`src/rtl/elevator_pkg.sv`:
```
// ============================================================================
//  Module      : elevator_pkg
//  Description : Shared types and default timing constants for the elevator
//                car door sequencer.
//  Revision    : 1.0 - initial release
// ============================================================================
`default_nettype none

package elevator_pkg;

    // Door sequencer states
    typedef enum logic [1:0] {
        CLOSED  = 2'd0,
        OPENING = 2'd1,
        OPEN    = 2'd2,
        CLOSING = 2'd3
    } door_state_t;

    // Default timing: one door travel, dwell time, reopens before nudge
    localparam int c_default_move_cyc    = 100;
    localparam int c_default_dwell_cyc   = 300;
    localparam int c_default_reopen_lim  = 3;
    // Timer width; must hold max(2*move, dwell)
    localparam int c_default_cnt_w       = 20;

endpackage : elevator_pkg

`default_nettype wire

```
`src/rtl/door_timer.sv`:
```
// ============================================================================
//  Module      : door_timer
//  Description : Loadable down-counter for door travel and dwell timing.
//                Load has priority over hold; the count saturates at zero.
//  Revision    : 1.0 - initial release
// ============================================================================
`default_nettype none

module door_timer #(
    parameter int CNT_W = 20
) (
    input  logic             clk,
    input  logic             rst,
    input  logic             load,
    input  logic [CNT_W-1:0] load_val,
    input  logic             hold,
    output logic             zero
);

    logic [CNT_W-1:0] r_count;

    // Load a new interval, or count down one step per clock until zero
    always_ff @(posedge clk or negedge rst) begin
        if (!rst) begin
            r_count <= '0;
        end else if (load) begin
            r_count <= load_val;
        end else if (!hold && (r_count != '0)) begin
            r_count <= r_count - CNT_W'(1);
        end
    end

    assign zero = (r_count == '0);

endmodule : door_timer

`default_nettype wire

```
`src/rtl/door_controller.sv`:
```
// ============================================================================
//  Module      : door_controller
//  Description : Elevator car-door sequencer. Runs the open / dwell / close
//                cycle, reopens on obstruction or open request, and holds the
//                door open while the car is overweight.
//                Optional feature macro: DOOR_NUDGE_EN (forced slow close
//                with buzzer after REOPEN_LIMIT consecutive reopens).
//  Revision    : 1.0 - initial release
// ============================================================================
`default_nettype none

module door_controller
    import elevator_pkg::*;
#(
    parameter int MOVE_TIME_CYC = c_default_move_cyc,
    parameter int DWELL_CYC     = c_default_dwell_cyc,
    parameter int REOPEN_LIMIT  = c_default_reopen_lim,
    parameter int CNT_W         = c_default_cnt_w
) (
    input  logic clk,
    input  logic rst,
    input  logic open_req,
    input  logic close_req,
    input  logic car_stopped,
    input  logic obstruction,
    input  logic weight_over,
    output logic motor_open,
    output logic motor_close,
    output logic door_status,
    output logic door_locked,
    output logic nudge
);

    localparam int RC_W = (REOPEN_LIMIT > 0) ? $clog2(REOPEN_LIMIT + 1) : 1;

    localparam logic [CNT_W-1:0] c_move_load  = CNT_W'(MOVE_TIME_CYC - 1);
    localparam logic [CNT_W-1:0] c_nudge_load = CNT_W'(2 * MOVE_TIME_CYC - 1);
    localparam logic [CNT_W-1:0] c_dwell_load = CNT_W'(DWELL_CYC - 1);
    localparam logic [RC_W-1:0]  c_reopen_max = RC_W'(REOPEN_LIMIT);

`ifdef DOOR_NUDGE_EN
    localparam logic c_nudge_en = 1'b1;
`else
    localparam logic c_nudge_en = 1'b0;
`endif

    door_state_t      r_state;
    door_state_t      w_next_state;
    logic [RC_W-1:0]  r_reopen_cnt;
    logic             r_nudge;

    logic             w_load;
    logic [CNT_W-1:0] w_load_val;
    logic             w_hold;
    logic             w_zero;
    logic             w_reopen;
    logic             w_close_done;
    logic             w_start_close;
    logic             w_nudge_start;

    // A close that starts with the reopen count at its limit is a nudge close
    assign w_nudge_start = c_nudge_en && (r_reopen_cnt == c_reopen_max);

    door_timer #(
        .CNT_W    (CNT_W)
    ) u_timer (
        .clk      (clk),
        .rst      (rst),
        .load     (w_load),
        .load_val (w_load_val),
        .hold     (w_hold),
        .zero     (w_zero)
    );

    // Next-state decision and timer control for the current state and inputs
    always_comb begin
        w_next_state  = r_state;
        w_load        = 1'b0;
        w_load_val    = '0;
        w_hold        = 1'b0;
        w_reopen      = 1'b0;
        w_close_done  = 1'b0;
        w_start_close = 1'b0;
        case (r_state)
            CLOSED: begin
                w_hold = 1'b1;
                if (open_req && car_stopped) begin
                    w_next_state = OPENING;
                    w_load       = 1'b1;
                    w_load_val   = c_move_load;
                end
            end
            OPENING: begin
                if (w_zero) begin
                    w_next_state = OPEN;
                    w_load       = 1'b1;
                    w_load_val   = c_dwell_load;
                end
            end
            OPEN: begin
                // Open request restarts dwell even if close is pressed too
                if (open_req) begin
                    w_load     = 1'b1;
                    w_load_val = c_dwell_load;
                end else if (w_zero && !weight_over && !obstruction) begin
                    w_next_state  = CLOSING;
                    w_start_close = 1'b1;
                    w_load        = 1'b1;
                    w_load_val    = w_nudge_start ? c_nudge_load : c_move_load;
                end else if (close_req) begin
                    w_load     = 1'b1;
                    w_load_val = '0;
                end
            end
            CLOSING: begin
                // Reopen is checked before travel end so safety always wins
                if (open_req || (obstruction && !r_nudge)) begin
                    w_next_state = OPENING;
                    w_reopen     = 1'b1;
                    w_load       = 1'b1;
                    w_load_val   = c_move_load;
                end else if (w_zero) begin
                    w_next_state = CLOSED;
                    w_close_done = 1'b1;
                end
            end
            default: begin
                w_next_state = CLOSED;
            end
        endcase
    end

    // State, reopen counter, nudge flag and registered output decode
    always_ff @(posedge clk or negedge rst) begin
        if (!rst) begin
            r_state      <= CLOSED;
            r_reopen_cnt <= '0;
            r_nudge      <= 1'b0;
            motor_open   <= 1'b0;
            motor_close  <= 1'b0;
            door_status  <= 1'b0;
            door_locked  <= 1'b1;
        end else begin
            r_state <= w_next_state;
            if (w_reopen) begin
                if (r_reopen_cnt != c_reopen_max) begin
                    r_reopen_cnt <= r_reopen_cnt + RC_W'(1);
                end
            end else if (w_close_done) begin
                r_reopen_cnt <= '0;
            end
            r_nudge     <= (w_start_close && w_nudge_start) ||
                           (r_nudge && (w_next_state == CLOSING));
            motor_open  <= (w_next_state == OPENING);
            motor_close <= (w_next_state == CLOSING);
            door_status <= (w_next_state != CLOSED);
            door_locked <= (w_next_state == CLOSED);
        end
    end

    assign nudge = r_nudge;

endmodule : door_controller

`default_nettype wire

```
`config.mk`:
```
export PLATFORM = sky130hd
export DESIGN_NAME = door_controller
export DESIGN_NICKNAME = d
export VERILOG_FILES = /design/src/rtl/elevator_pkg.sv /design/src/rtl/door_timer.sv /design/src/rtl/door_controller.sv
export SDC_FILE = /design/constraint.sdc
export NUM_CORES = 1
export LEC_CHECK = 0
export CAP_MARGIN = 20
export CELL_PAD_IN_SITES_DETAIL_PLACEMENT = 1
export CELL_PAD_IN_SITES_GLOBAL_PLACEMENT = 2
export CORE_UTILIZATION = 36
export DETAILED_ROUTE_END_ITERATION = 10
export PLACE_DENSITY = 0.79
export SYNTH_ARGS = -nofsm -noshare
export SYNTH_HDL_FRONTEND = slang
export SYNTH_SLANG_ARGS = --single-unit
```
`constraint.sdc`:
```
create_clock -name clk -period 3 [get_ports clk]
set_clock_uncertainty 0.05 [all_clocks]
set_input_delay 0.45 -clock clk [delete_from_list [all_inputs] [get_ports clk]]
set_output_delay 0.45 -clock clk [all_outputs]
set_load 0.005 [all_outputs]
```
==> impl_results.html <==
<table>
<tr><th>Metric</th><th>Value</th></tr>
<tr><th colspan="2">Status</th></tr>
<tr><td>Status</td><td>finished, final reports clean</td></tr>
<tr><th colspan="2">Power and ir drop</th></tr>
<tr><td>Total power after layout</td><td>~1.5 mW</td></tr>
<tr><td>Power per standard cell area</td><td>roughly 870 mW/mm^2</td></tr>
<tr><td>Leakage</td><td>0.706 nW</td></tr>
<tr><td>Maximum VDD drop</td><td>approximately 0.38 mV</td></tr>
<tr><th colspan="2">Clock network</th></tr>
<tr><td>Hold-fix buffers at CTS</td><td>0</td></tr>
<tr><td>CTS tree</td><td>built</td></tr>
<tr><td>Post-CTS Resized</td><td>0</td></tr>
<tr><td>Max H-tree Level</td><td>1</td></tr>
<tr><td>Post-CTS setup buffers</td><td>0</td></tr>
<tr><td>Clock network latency to the later pin of the worst-skew pair</td><td>~0.27 ns</td></tr>
<tr><td>Root buf cell</td><td>sky130_fd_sc_hd__clkbuf_8</td></tr>
<tr><td>Clock sink total</td><td>27</td></tr>
<tr><td>Bufs on Longest Clock Path</td><td>2</td></tr>
<tr><td>Clock buffers created by TritonCTS</td><td>3</td></tr>
<tr><td>Clk slew on worst S/H paths</td><td>roughly 0.090 ns</td></tr>
<tr><th colspan="2">STA</th></tr>
<tr><td>Total setup violations reported at the end of the flow</td><td>0</td></tr>
<tr><td>Rel. slew slack</td><td>a little under three fifths</td></tr>
<tr><td>Total count of max-transition violations in the final report</td><td>0</td></tr>
<tr><td>Number of endpoints with negative hold slack in the final report</td><td>0</td></tr>
<tr><td>Setup WS post-layout</td><td>between 0.4 and 0.5 ns</td></tr>
<tr><td>Pin slew with the least headroom to its limit</td><td>between 0.6 and 0.7 ns</td></tr>
<tr><td>Part of the cycle the worst path needs</td><td>85.1%</td></tr>
<tr><td>Worst hold-check slack</td><td>0.485 ns</td></tr>
<tr><td>Max frequency</td><td>between 300 and 400 MHz</td></tr>
<tr><td>RSZ-0062 raised after global routing</td><td>false</td></tr>
<tr><td>Time the worst path needs with I/O delays and setup</td><td>2.55 ns</td></tr>
<tr><td>Sum Neg Setup Slack</td><td>0 ns</td></tr>
<tr><th colspan="2">Global route</th></tr>
<tr><td>Initial antenna violation count</td><td>0</td></tr>
<tr><td>Via count of the first global-routing pass</td><td>roughly 1300</td></tr>
<tr><td>Pin count of the biggest net entering global routing</td><td>16</td></tr>
<tr><td>GRT Util Overall</td><td>approximately a fifth</td></tr>
<tr><td>GR Util met1</td><td>~26%</td></tr>
<tr><td>M3 GR Usage</td><td>about 3.7%</td></tr>
<tr><td>Met2 usage</td><td>about a third</td></tr>
<tr><td>Routing layer with the top usage in global route</td><td>met2</td></tr>
<tr><td>Global-route wire length before repair</td><td>approximately 6500 um</td></tr>
<tr><td>Global route overflow</td><td>0</td></tr>
<tr><th colspan="2">Synthesis</th></tr>
<tr><td>Yosys warns</td><td>0</td></tr>
<tr><td>Post-synth EDFFs</td><td>0</td></tr>
<tr><td>Average instance area after synthesis</td><td>between 9 and 10 um^2</td></tr>
<tr><td>Simple-Gate Fraction of Synth Area</td><td>roughly 28%</td></tr>
<tr><td>Ranking of synthesized cells by area</td><td>sky130_fd_sc_hd__dfrtp_1 (42%), sky130_fd_sc_hd__xor2_1 (5.1%), sky130_fd_sc_hd__nor2_1 (4.9%)</td></tr>
<tr><td>Post-synthesis net count</td><td>between 150 and 200</td></tr>
<tr><td>Area fraction of the dominant cell type after synthesis</td><td>42.2%</td></tr>
<tr><td>Library cells used by synthesis</td><td>46</td></tr>
<tr><td>Netlist area before placement</td><td>0.00154 mm^2</td></tr>
<tr><td>Post-synthesis mux area share</td><td>0%</td></tr>
<tr><td>Adder-Cell Fraction of Synth Area</td><td>under 10%</td></tr>
<tr><td>Register bit count reported by yosys</td><td>27</td></tr>
<tr><td>Xor and xnor fraction of the mapped netlist area</td><td>a little under 10%</td></tr>
<tr><td>Area fraction in compound gates after synthesis</td><td>13.6%</td></tr>
<tr><td>Dominant cell type by area after synthesis</td><td>sky130_fd_sc_hd__dfrtp_1</td></tr>
<tr><td>Post-synth top flop</td><td>sky130_fd_sc_hd__dfrtp_1</td></tr>
<tr><td>Part of the Yosys area used for sequential elements</td><td>between 40% and 50%</td></tr>
<tr><td>Main combinational cell family by area after synthesis</td><td>simple AND/OR/NAND/NOR gates</td></tr>
<tr><td>Share of async-settable or async-resettable flops after synthesis</td><td>100%</td></tr>
<tr><td>Instance count of the mapped netlist</td><td>approximately 160</td></tr>
<tr><th colspan="2">Placement</th></tr>
<tr><td>Placed cells</td><td>~220</td></tr>
<tr><td>Instance area at placement</td><td>~0.0017 mm^2</td></tr>
<tr><td>Input/output buffers</td><td>11</td></tr>
<tr><td>Worst slack at placement</td><td>approximately 0.50 ns</td></tr>
<tr><td>Routability congestion estimate from global placement</td><td>approximately 0.80</td></tr>
<tr><td>DPL Wire Length</td><td>3050 um</td></tr>
<tr><th colspan="2">Route</th></tr>
<tr><td>Vias after detailed routing</td><td>1285</td></tr>
<tr><td>Average detailed-routed wire length per instance</td><td>~17 um</td></tr>
<tr><td>DRC violations left</td><td>0</td></tr>
<tr><td>Iteration count of the initial detailed-routing pass</td><td>4</td></tr>
<tr><td>Remaining number of nets flagged by the antenna check after routing</td><td>0</td></tr>
<tr><td>Sum of routed wire length over all layers</td><td>about 4000 um</td></tr>
<tr><td>Average via count per standard cell</td><td>around 5.7</td></tr>
<tr><td>Number of DRC markers after the initial detailed-route iteration</td><td>51</td></tr>
<tr><th colspan="2">Finish</th></tr>
<tr><td>Final-stage net count</td><td>~190</td></tr>
<tr><td>Filler-free cell count of the finished design</td><td>between 200 and 250</td></tr>
<tr><td>Final Core Density</td><td>~44%</td></tr>
<tr><td>Signed area change from the synthesized netlist to the final layout</td><td>14.5%</td></tr>
<tr><td>Number of diodes added for antenna fixing</td><td>0</td></tr>
<tr><td>Final standard cell area without fillers</td><td>0.00177 mm^2</td></tr>
<tr><td>Fraction of layout cells with a size suffix above 1</td><td>9.14%</td></tr>
<tr><th colspan="2">Floorplanning</th></tr>
<tr><td>Core footprint</td><td>between 0.004 and 0.005 mm^2</td></tr>
<tr><td>Number of rows created at floorplan</td><td>23</td></tr>
<tr><td>Overall die width</td><td>~67 um</td></tr>
<tr><td>I/O Pins</td><td>12</td></tr>
<tr><td>Chip Height</td><td>67.4 um</td></tr>
<tr><td>Initial core utilization</td><td>a little under two fifths</td></tr>
<tr><td>Total Die Area</td><td>0.00455 mm^2</td></tr>
<tr><th colspan="2">Flow run</th></tr>
<tr><td># Max-Cap Violations</td><td>0</td></tr>
<tr><th colspan="2">Worst setup path</th></tr>
<tr><td>Type of origin of the critical path</td><td>flop</td></tr>
<tr><td>Required @ worst endpoint</td><td>roughly 3.1 ns</td></tr>
<tr><td>Type of destination of the critical path</td><td>flop</td></tr>
<tr><td>Critical Path Fanout Max</td><td>13</td></tr>
<tr><td>Arrival time reported for the critical path endpoint</td><td>roughly 2.7 ns</td></tr>
<tr><td>Register-to-Register Setup Slack</td><td>0.45 ns</td></tr>
<tr><td>Critical path class</td><td>reg2reg</td></tr>
<tr><th colspan="2">Worst hold path</th></tr>
<tr><td>Kind of path behind the tightest hold check</td><td>in2async</td></tr>
</table>
==> kinds of logic (layout without fill, tap and decap cells) <==
kind of cell	Yosys count	count (layout)
XOR/XNOR	17	17
buffers and inverters	12	25
AND/OR/NAND/NOR	72	72
adder cells (fa/ha/maj)	2	2
flip-flops	27	27
AO/OA/AOI/OAI	32	32
==> layout make-up <==
class | count | area, um^2
clock buffer | 3 | 41.3
clock inverter | 1 | 5.00
fill | 487 | 2290
inverter | 5 | 18.8
multi-input combinational | 123 | 813
sequential | 27 | 677
tap | 50 | 62.6
timing repair buffer | 16 | 148
==> flip-flops by register name (all words and copies together) (netlist names) <==
| register | count |
|---|---|
| motor_open | 1 |
| nudge | 1 |
| u_timer.r_count | 20 |
| motor_close | 1 |
| door_locked | 1 |
| r_state | 2 |
| door_status | 1 |
==> critical path: stages, from the launching register on <==
cell and delay [ns]:
sky130_fd_sc_hd__dfrtp_1 0.45, sky130_fd_sc_hd__inv_1 0.11, sky130_fd_sc_hd__ha_1 0.16, sky130_fd_sc_hd__nor3b_1 0.39, sky130_fd_sc_hd__and3_1 0.56, sky130_fd_sc_hd__a311o_1 0.32
sky130_fd_sc_hd__buf_4 0.19, sky130_fd_sc_hd__o21ai_0 0.10, sky130_fd_sc_hd__o31a_1 0.12
==> path summary, 6_finish.rpt <==
kind,from,endpoint,depth (start not counted)
setup / recovery,u_timer.r_count[0],u_timer.r_count[3],8
hold / removal,rst,u_timer.r_count[18],1
setup reg to reg,u_timer.r_count[0],u_timer.r_count[3],8
hold reg to reg,u_timer.r_count[19],u_timer.r_count[19],2
max in group asynchronous,rst,r_state[0],2
min in group clk,u_timer.r_count[19],u_timer.r_count[19],2
==> Yosys cell counts, types with 4 or more instances <==
library cell                n
sky130_fd_sc_hd__a21oi_1    5
sky130_fd_sc_hd__and2_1     4
sky130_fd_sc_hd__clkbuf_1   4
sky130_fd_sc_hd__dfrtp_1   26
sky130_fd_sc_hd__inv_1      5
sky130_fd_sc_hd__nand3_1    8
sky130_fd_sc_hd__nor2_1    20
sky130_fd_sc_hd__nor3_1     6
sky130_fd_sc_hd__nor4_1     4
sky130_fd_sc_hd__o21ai_0   11
sky130_fd_sc_hd__xnor2_1    8
sky130_fd_sc_hd__xor2_1     9
==> cells in the final DEF (no fill, tap or decap), types with 2 or more instances in the layout <==
master	n
sky130_fd_sc_hd__o2111ai_1	2
sky130_fd_sc_hd__ha_1	2
sky130_fd_sc_hd__o21ai_0	11
sky130_fd_sc_hd__dfrtp_1	26
sky130_fd_sc_hd__clkdlybuf4s50_1	11
sky130_fd_sc_hd__xor2_1	9
sky130_fd_sc_hd__inv_1	5
sky130_fd_sc_hd__nand3_1	8
sky130_fd_sc_hd__or3_1	2
sky130_fd_sc_hd__a211oi_1	2
sky130_fd_sc_hd__or2_2	3
sky130_fd_sc_hd__and2_1	4
sky130_fd_sc_hd__nor2b_1	3
sky130_fd_sc_hd__a2111oi_0	2
sky130_fd_sc_hd__nand2_1	3
sky130_fd_sc_hd__clkbuf_8	3
sky130_fd_sc_hd__and3_1	2
sky130_fd_sc_hd__xnor2_1	8
sky130_fd_sc_hd__nor3_1	6
sky130_fd_sc_hd__nor4_1	4
sky130_fd_sc_hd__buf_4	5
sky130_fd_sc_hd__nor2_1	20
sky130_fd_sc_hd__nand4_1	3
sky130_fd_sc_hd__nand4b_1	2
sky130_fd_sc_hd__o21a_1	2
sky130_fd_sc_hd__a21oi_1	5
sky130_fd_sc_hd__nand3b_1	2
==> power by group <==
| part | internal (mW) | switching, mW | total (mW) |
|---|---|---|---|
| clock | 0.0930 | 0.113 | 0.206 |
| sequential | 0.499 | 0.165 | 0.663 |
| combinational | 0.289 | 0.373 | 0.662 |
| total | 0.881 | 0.651 | 1.53 |
==> routing by layer <==
metal | routed length [um] | share of wire [%] | vias up
li1 | - | - | 612
met1 | 1820 | 46 | 644
met2 | 1940 | 49 | 25
met3 | 117 | 3.0 | 4
met4 | 50 | 1.3 | 0
met5 | 0 | 0 | -
No activity file was read; power rests on OpenSTA's default activity.
